[src/rtl/data_mem_pkg.sv]
// data_mem_pkg: shared widths, sizes and dump FSM state encodings for the
// data-memory responder and its dump sequencer.
package data_mem_pkg;

  localparam int DATA_W = 16;
  localparam int DEPTH  = 32;
  localparam int ADDR_W = $clog2(DEPTH);

  typedef enum logic [1:0] {
    DUMP_IDLE = 2'd0,
    DUMP_SEND = 2'd1,
    DUMP_DONE = 2'd2
  } dump_state_t;

  // True when a core address indexes a real word of the array.
  function automatic logic addr_in_range(input logic [DATA_W-1:0] addr);
    return addr < DATA_W'(DEPTH);
  endfunction

endpackage

[src/rtl/mem_dump_fsm.sv]
// mem_dump_fsm: walks the memory index space once per dump request and
// presents each index on a valid/ready port, then pulses done.
//
// Ports:
//   clk, reset_n       clock, async active-low reset
//   dump_req           start a dump (sampled only in IDLE)
//   dump_ready         consumer accepts the presented word
//   dump_valid         index on dump_addr is being presented
//   dump_addr          presented index (the pointer)
//   dump_done          one-cycle pulse after the last word is accepted
//
// state     | meaning
// DUMP_IDLE | no dump in progress, waiting for dump_req
// DUMP_SEND | presenting dump_addr, advancing on each handshake
// DUMP_DONE | last word accepted, dump_done high for this cycle
module mem_dump_fsm
  import data_mem_pkg::*;
(
  input  logic              clk,
  input  logic              reset_n,
  input  logic              dump_req,
  input  logic              dump_ready,
  output logic              dump_valid,
  output logic [ADDR_W-1:0] dump_addr,
  output logic              dump_done
);

  localparam logic [ADDR_W-1:0] LAST_IDX = ADDR_W'(DEPTH - 1);

  dump_state_t state;

  always_ff @(posedge clk or negedge reset_n) begin
    if (!reset_n) begin
      state      <= DUMP_IDLE;
      dump_valid <= 1'b0;
      dump_addr  <= '0;
      dump_done  <= 1'b0;
    end else begin
      case (state)
        DUMP_IDLE: begin
          dump_done <= 1'b0;
          if (dump_req) begin
            state      <= DUMP_SEND;
            dump_valid <= 1'b1;
            dump_addr  <= '0;
          end
        end
        DUMP_SEND: begin
          if (dump_valid && dump_ready) begin
            if (dump_addr == LAST_IDX) begin
              state      <= DUMP_DONE;
              dump_valid <= 1'b0;
              dump_done  <= 1'b1;
            end else begin
              dump_addr <= dump_addr + 1'b1;
            end
          end
        end
        DUMP_DONE: begin
          state     <= DUMP_IDLE;
          dump_done <= 1'b0;
        end
        default: begin
          state      <= DUMP_IDLE;
          dump_valid <= 1'b0;
          dump_done  <= 1'b0;
        end
      endcase
    end
  end

endmodule

[src/rtl/data_mem.sv]
// data_mem: word-addressed data memory for the 16-bit core, with a sticky
// out-of-range flag and a non-blocking valid/ready dump port.
//
// Ports:
//   clk, reset_n     clock, async active-low reset (clears the array)
//   ram_addr         core word address
//   ram_wen          core write strobe
//   ram_data         core write data
//   ram_rdata        combinational read of ram_addr (0 when out of range)
//   addr_err         sticky out-of-range access flag
//   err_clr          clears addr_err (a same-cycle set wins)
//   dump_req         start a full-memory dump
//   dump_valid/ready dump handshake
//   dump_addr        presented dump index
//   dump_data        live contents of dump_addr
//   dump_done        one-cycle pulse when the dump completes
module data_mem
  import data_mem_pkg::*;
(
  input  logic              clk,
  input  logic              reset_n,
  input  logic [DATA_W-1:0] ram_addr,
  input  logic              ram_wen,
  input  logic [DATA_W-1:0] ram_data,
  output logic [DATA_W-1:0] ram_rdata,
  output logic              addr_err,
  input  logic              err_clr,
  input  logic              dump_req,
  output logic              dump_valid,
  input  logic              dump_ready,
  output logic [ADDR_W-1:0] dump_addr,
  output logic [DATA_W-1:0] dump_data,
  output logic              dump_done
);

  logic [DATA_W-1:0] mem [DEPTH];
  logic              in_range;
  logic [ADDR_W-1:0] idx;

  assign in_range  = addr_in_range(ram_addr);
  assign idx       = ram_addr[ADDR_W-1:0];
  assign ram_rdata = in_range ? mem[idx] : '0;

  always_ff @(posedge clk or negedge reset_n) begin
    if (!reset_n) begin
      for (int i = 0; i < DEPTH; i++) begin
        mem[i] <= '0;
      end
    end else if (ram_wen && in_range) begin
      mem[idx] <= ram_data;
    end
  end

  // Any cycle with an out-of-range address is an access, read or write.
  always_ff @(posedge clk or negedge reset_n) begin
    if (!reset_n) begin
      addr_err <= 1'b0;
    end else if (!in_range) begin
      addr_err <= 1'b1;
    end else if (err_clr) begin
      addr_err <= 1'b0;
    end
  end

  mem_dump_fsm u_dump (
    .clk        (clk),
    .reset_n    (reset_n),
    .dump_req   (dump_req),
    .dump_ready (dump_ready),
    .dump_valid (dump_valid),
    .dump_addr  (dump_addr),
    .dump_done  (dump_done)
  );

  // Read live from the array so a core write before the handshake shows up,
  // while a write in the handshake cycle itself transfers the old word.
  assign dump_data = dump_valid ? mem[dump_addr] : '0;

endmodule
[config.mk]
export PLATFORM = sky130hd
export DESIGN_NAME = data_mem
export DESIGN_NICKNAME = d
export VERILOG_FILES = /design/src/rtl/data_mem_pkg.sv /design/src/rtl/mem_dump_fsm.sv /design/src/rtl/data_mem.sv
export SDC_FILE = /design/constraint.sdc
export NUM_CORES = 1
export LEC_CHECK = 0
export ABC_CLOCK_PERIOD_IN_PS = 3800
export CAP_MARGIN = 20
export CORE_ASPECT_RATIO = 0.75
export CORE_MARGIN = 3
export CORE_UTILIZATION = 25
export DETAILED_ROUTE_END_ITERATION = 8
export GPL_TIMING_DRIVEN = 1
export SYNTH_ARGS = -nofsm -noshare
export SYNTH_HDL_FRONTEND = slang
export SYNTH_SLANG_ARGS = --single-unit
[constraint.sdc]
create_clock -name clk -period 3.8 [get_ports clk]
set_input_delay 0.76 -clock clk [delete_from_list [all_inputs] [get_ports clk]]
set_output_delay 0.76 -clock clk [all_outputs]
set_load 0.01 [all_outputs]
==> impl_results.md, run 1 <==
- CTS H-tree depth: 2
- Clk Latency, worst-skew pair: 0.60 ns
- Crit-path slowest cell: mux4_2
- DP Area: 32,200 µm²
- Max-slew headroom: 45.5%
- Area share of and/or/nand/nor cells after synthesis: 3.38%
- Hold_buf cts: 0
- Seq/Total Area, Yosys: 46.5%
- Fin nets: 2,132
- Power Density: 423 nW/µm²
- Cell family with most CP delay: buffers and inverters
- Final Critical Period: 3.76 ns
- CP bufs+invs: 4
- Async SR Flop Fraction: 100%
- Inst Count DP: 3,507
- Required time worst endpoint: 3.04 ns
- Startpoint types: flip-flop
- Critical Path Max Stage Delay: 0.55 ns
- Crit-path max FO: 7
- All-Layer GR Usage: 15.8%
- DRC: 0
- Clock root cell: clkbuf_16
- Total Die Area: 116,000 µm²
- RePlAce Congestion: 0.885
- Final Cycle Share: 98.9%
- Max-cap violations: 0
- Antenna-violating nets left: 0
- Fillers: 10,800
- Die height: 296 µm
- Placed wire-length estimate: 64,100 µm
- Initial antenna violation count: 14
- TritonCTS clock tree: yes
- Fin. max-slew vios: 0
- Post-Syn Area: 28,100 µm²
- Commonest non-fill, non-tap cells in the layout: 519 x dfrtp_1, 504 x mux2_2, 208 x mux4_2, 174 x buf_4, 112 x mux2i_1
- Clock slew at reported path FFs: 0.07 ns
- Cells on worst reg2reg path: 9
- Leading cell type in the layout, fill and taps excluded: dfrtp_1
- Launching point of the worst reg2reg path: u_dump.dump_addr[0]
- Xor/xnor cell area share of the yosys netlist: 0%
- Clock Tree Buf Depth: 3
- Core ar.: 110,000 µm²
- Cell leakage power: 15.9 nW
- Die Wd: 393 µm
- Post-Place Worst Slack: -0.803 ns
- Final Hold Violating Endpoints: 0
- Utilization after layout: 31.5%
- Worst Hold Class: primary input to asynchronous set/reset pin
- Fmax: 266 MHz
- # IOs: 78
- Status: finished, final reports clean
- Flops & latches, synth: 522
- Max VDD drop: 329 µV
- Fin cells: 3,626
- DRT iter0 DRCs: 1,691
- Critical path startpoint: u_dump.dump_addr[0]
- Crit Path Class: flip-flop to output port
- Crit path DAT: 3.00 ns
- Row count: 105
- Mux cell area share after synthesis: 42.7%
- I/O Buffers: 77
- Synth Flop Type: dfrtp_1
- Synthesized Nets: 1,953
- Num CTS Buffers: 51
- Initial Utilization: 25.4%
- Largest net degree at the start of global routing: 83
- Compound-cell area share of the yosys netlist: 4.36%
- Reg2reg setup slack: 1.42 ns
- Setup slack after layout: 0.0414 ns
- Largest family of logic cells by synthesized area: multiplexers
- Clock sinks: 522
- Hold slack: 0.175 ns
- Crit path capture type: output port
- Critical path, cell by cell: buf_12 -> buf_16 -> buf_4 -> mux4_2 -> a221oi_4 -> a32oi_2 -> dlygate4sd2_1
- Area grow syn2layout: 24.1%
- Mean number of vias per cell: 5.31
- Share of cells above drive strength 1: 54.0%
- Skew final: 0.00750 ns
- Vias: 19,300
- Total gr overflow: 0
- First-pass GRT wire length: 138,000 µm
- Yosys warnings: 0
- Synthesized area per cell: 14.7 µm²
- Post-synth EDFFs: 0
- Crit Reg-Reg Endpoint: u_dump.dump_addr[0]
- Slew @ Worst Pin: 0.817 ns
- First drt pass iteration count: 5
- Syn Inst Count: 1,913
- Setup violators final: 0
- RSZ-0062 raised after global routing: false
- Wire per inst: 25.6 µm
- Routed WL: 92,900 µm
- Vias in the first global route: 20,100
- Synth Area in Adders: 0.0891%
- Post-synthesis cell type count: 53
- Post-route cell area: 34,900 µm²
[layer usage]
metal  GRT usage, %  part of all wire (%)
met2           22.9                    42
met1           23.3                    46
met3           4.55                    10
met4           3.83                   2.4
met5              0                 0.043
[cells in the mapped netlist (all sizes together) (4+ instances only)]
cell     instances  share of area, %
nand2           48              0.64
mux4           208                17
nand2b           6              0.13
inv              4             0.053
nor2b           13              0.29
o22ai           28              0.62
a32oi           16              0.50
o21ai           20              0.36
nor3            12              0.44
dfrtp          522                46
a221oi          34               1.1
nor4            21              0.57
and2            13              0.29
or3              6              0.13
a22o            14              0.44
a21oi           18              0.32
mux2           539                22
a2111oi          8              0.25
a211oi           6              0.16
nor2            11              0.18
buf             87               1.5
nand3           20              0.36
mux2i          112               4.0
clkbuf         109               1.5
a22oi           16              0.43
[stage by stage]
step	power [mW]	setup TNS (ns)
6_report	14.8	0
5_1_grt	15.2	0
4_1_cts	14.8	0
3_5_place_dp	9.11	-4.84
3_3_place_gp	9.08	-5.11
2_1_floorplan	7.38	0
[area by class of cell]
cell class	count	area (µm²)	area share, %
inverter	4	15.0	0.0431
clock buffer	75	1520	4.36
clock inverter	11	185	0.531
tap	1498	1870	5.38
multi-input combinational	1191	14600	42.0
antenna	3	7.51	0.0215
sequential	522	13100	37.5
timing repair buffer	322	3540	10.2
[state kept, by name, indices dropped and copies added, names as in the netlist]
| signal | count |
|---|---|
| u_dump.dump_addr | 5 |
| u_dump.state | 2 |
| u_dump.dump_done | 1 |
| addr_err | 1 |
| u_dump.dump_valid | 1 |
| mem | 512 |
[timing repair]
action / CTS / global route
gates cloned: 5 / 0
gates resized for setup: 106 / 21
pin swaps: 16 / 3
endpoints found under the setup margin: 32 / 11
buffers inserted: 12 / 0
[how the worst max path moves through the flow]
stage	to	slack, ns	cells after the start
finish	dump_data[9]	0.04	7
global route	dump_data[9]	0.003	7
CTS	ram_rdata[3]	0.01	8
detailed placement	ram_rdata[11]	-0.80	8
global placement	ram_rdata[11]	-0.85	8
floorplan	ram_rdata[12]	0.42	7
[power breakdown]
part           internal, mW  total [mW]  leakage [nW]  switching [mW]
Sequential             5.59        5.70          7.27           0.113
Combinational          1.49        3.73          7.79            2.24
Clock                  3.09        5.33         0.832            2.25
[cells by family (layout without fill, tap and decap cells)]
| group | after synthesis | count (layout) |
|---|---|---|
| simple gates | 162 | 162 |
| mux | 859 | 859 |
| flops | 522 | 522 |
| compound gates | 168 | 168 |
| other cells | 0 | 3 |
| buf+inv | 200 | 412 |
| fa+ha+maj | 2 | 2 |
Power figures use the tool's default switching activity.
==> inputs of run 2 (changes only) <==
--- a/config.mk
+++ b/config.mk
@@ -10,3 +10,3 @@
 export CORE_ASPECT_RATIO = 0.75
-export CORE_MARGIN = 3
+export CORE_MARGIN = 5
 export CORE_UTILIZATION = 25
==> constraint.sdc (replaced) <==
create_clock -name clk -period 3.8 [get_ports clk]
set_input_delay 0.57 -clock clk [delete_from_list [all_inputs] [get_ports clk]]
set_output_delay 0.57 -clock clk [all_outputs]
set_load 0.01 [all_outputs]
==> run 2 against run 1 <==
  * The flow now finishes with violations (negative setup slack)
  * Sequential share of layout area up 1.2 points
  * Cell area down 3.0%
  * Utilization down 1.2 points
  * Critical path depth up 1
  * Via count down 1.5%
  * Worst setup slack worse by 0.066 ns
  * Sequential cell count unchanged
  * Global-route usage down 0.75 points
  * Register-to-register slack better by 0.08 ns
  * Largest cell class unchanged
  * Highest routed layer unchanged
==> impl_results.md, run 2 (synthesis gave the netlist of run 1 again) <==
- Status: complete, but fails checks
- Failing checks: negative setup slack
- # IOs: 78 (unchanged)
- Wire per inst: 25.8 µm (+0.78%)
- Power Density: 419 nW/µm² (-1.1%)
- Fin nets: 2,062 (-3.3%)
- Required time worst endpoint: 3.23 ns (+0.19 ns)
- Area grow syn2layout: 20.3%
- Initial Utilization: 25.2% (-0.24 points)
- Fmax: 261 MHz (-1.7%)
- Crit path DAT: 3.25 ns (+0.25 ns)
- Final Cycle Share: 101% (+1.7 points)
- Row count: 106 (+0.95%)
- Placed wire-length estimate: 63,500 µm (-0.94%)
- Setup violators final: 1 (+1)
- Largest Register: mem
- Routed WL: 92,200 µm (-0.81%)
- Vias: 19,000 (-1.5%)
- Share of cells above drive strength 1: 50.8% (-3.2 points)
- Mean number of vias per cell: 5.32 (about the same)
- Antenna-violating nets left: 0 (unchanged)
- Core ar.: 112,000 µm² (+0.95%)
- Crit-path max FO: 25 (+18)
- Die Wd: 397 µm (+1.0%)
- Largest registers: mem x512, u_dump.dump_addr x5, u_dump.state x2
- Hold slack: 0.0174 ns (-0.158 ns)
- Max-slew headroom: 27.0% (-18 points)
- DRC: 0 (unchanged)
- Reg area: 13,100 µm² (about the same)
- Total Die Area: 119,000 µm² (+2.4%)
- Num CTS Buffers: 49 (-3.9%)
- Die height: 300 µm (+1.3%)
- Vias in the first global route: 20,200 (+0.42%)
- Final Critical Period: 3.82 ns (+0.0664 ns)
- Setup slack after layout: -0.0249 ns (-0.0664 ns)
- Cell leakage power: 15.3 nW (-4.0%)
- All-Layer GR Usage: 15.1% (-0.75 points)
- Slew @ Worst Pin: 1.09 ns (+0.274 ns)
- Startpoint types: primary input
- Fillers: 11,000 (+1.8%)
- First drt pass iteration count: 5 (unchanged)
- Initial antenna violation count: 7 (-7)
- Commonest non-fill, non-tap cells in the layout: 519 x dfrtp_1, 504 x mux2_2, 208 x mux4_2, 120 x buf_4, 112 x mux2i_1
- Utilization after layout: 30.3% (-1.2 points)
- Total gr overflow: 0 (unchanged)
- Max VDD drop: 322 µV (-2.1%)
- Clock root cell: clkbuf_16
- First-pass GRT wire length: 137,000 µm (-1.0%)
- DRT iter0 DRCs: 1,903 (+13%)
- Number of flip-flops in the largest register: 512 (unchanged)
- I/O Buffers: 77 (unchanged)
- CTS H-tree depth: 2 (unchanged)
- Clock Tree Buf Depth: 3 (unchanged)
- RePlAce Congestion: 0.904 (+2.1%)
- Fin. max-slew vios: 0 (unchanged)
- Clk Latency, worst-skew pair: 0.60 ns (about the same)
- Largest net degree at the start of global routing: 99 (+19%)
- Worst Hold Class: primary input to asynchronous set/reset pin
- Crit path capture type: output port
- Crit Path Class: primary input to output port
- Post-Place Worst Slack: -0.445 ns (+0.359 ns)
- Multi-input logic area: 14,400 µm² (-1.5%)
- Final Hold Violating Endpoints: 0 (unchanged)
- TritonCTS clock tree: yes
- Clock sinks: 522 (unchanged)
- Clock slew at reported path FFs: 0.07 ns (about the same)
- Final Total Pwr: 14.2 mW (-4.1%)
- Leading cell type in the layout, fill and taps excluded: dfrtp_1
- Skew final: 0.00699 ns (-0.000510 ns)
- Max-cap violations: 0 (unchanged)
- Final setup TNS: -0.0249 ns (-0.0249 ns)
==> run 2: final timing paths <==
kind                                      from  slack (ns)                   to  cells past startpoint
max reg2reg                u_dump.dump_addr[0]        1.50  u_dump.dump_addr[2]                      8
max                                ram_addr[2]       -0.02         ram_rdata[9]                      8
min reg2reg                           mem[463]        0.52             mem[463]                      1
min in group clk                      mem[463]        0.52             mem[463]                      1
max in group asynchronous              reset_n        2.66             mem[482]                      2
min                                    reset_n        0.02             mem[188]                      1
==> run 2: power breakdown <==
group | total [mW] | internal (mW) | switching, mW
clock network | 4.99 | 2.76 | 2.22
logic | 3.49 | 1.32 | 2.17
registers | 5.68 | 5.59 | 0.0927
total | 14.2 | 9.67 | 4.48
==> run 2: final cells by class <==
cell class              instances  area share (%)
multi-input cells            1191            42.7
flip-flops and latches        522            38.7
repair buffers                254            8.41
well taps                    1512            5.59
clock buffers                  75            4.31
clock inverters                 9           0.300
inverters                       4          0.0444
diodes                          2          0.0148
==> run 2: stage by stage <==
stage	cell area (µm²)	std cells
after CTS	33400	3552
after global routing	33800	3567
final	33800	3569
after detailed placement	31600	3464
after global placement	31600	3463
after floorplan	28100	1913
==> run 2: repair_timing <==
action / CTS / global route
setup endpoints to repair: 23 / 18
pin swaps: 0 / 1
buffers inserted: 3 / 2
resized for setup: 30 / 21
cloned: 1 / 2
hold buffers: 0 / 0
==> run 2: metal layers <==
layer / global-route usage, % / vias up / routed length (µm)
met5: 1.06 / - / 197
met1: 21.4 / 10200 / 40200
li1: - / 7654 / -
met4: 2.82 / 8 / 1590
met3: 5.51 / 147 / 10600
met2: 22.2 / 956 / 39500
==> run 2: critical path, stage by stage <==
cell and delay [ns]:
clkdlybuf4s50_1 0.46, buf_12 0.18, and2_1 0.28, nand2_1 0.12
buf_4 0.28, o22ai_1 0.18, nor4_4 0.50, clkdlybuf4s50_1 0.66
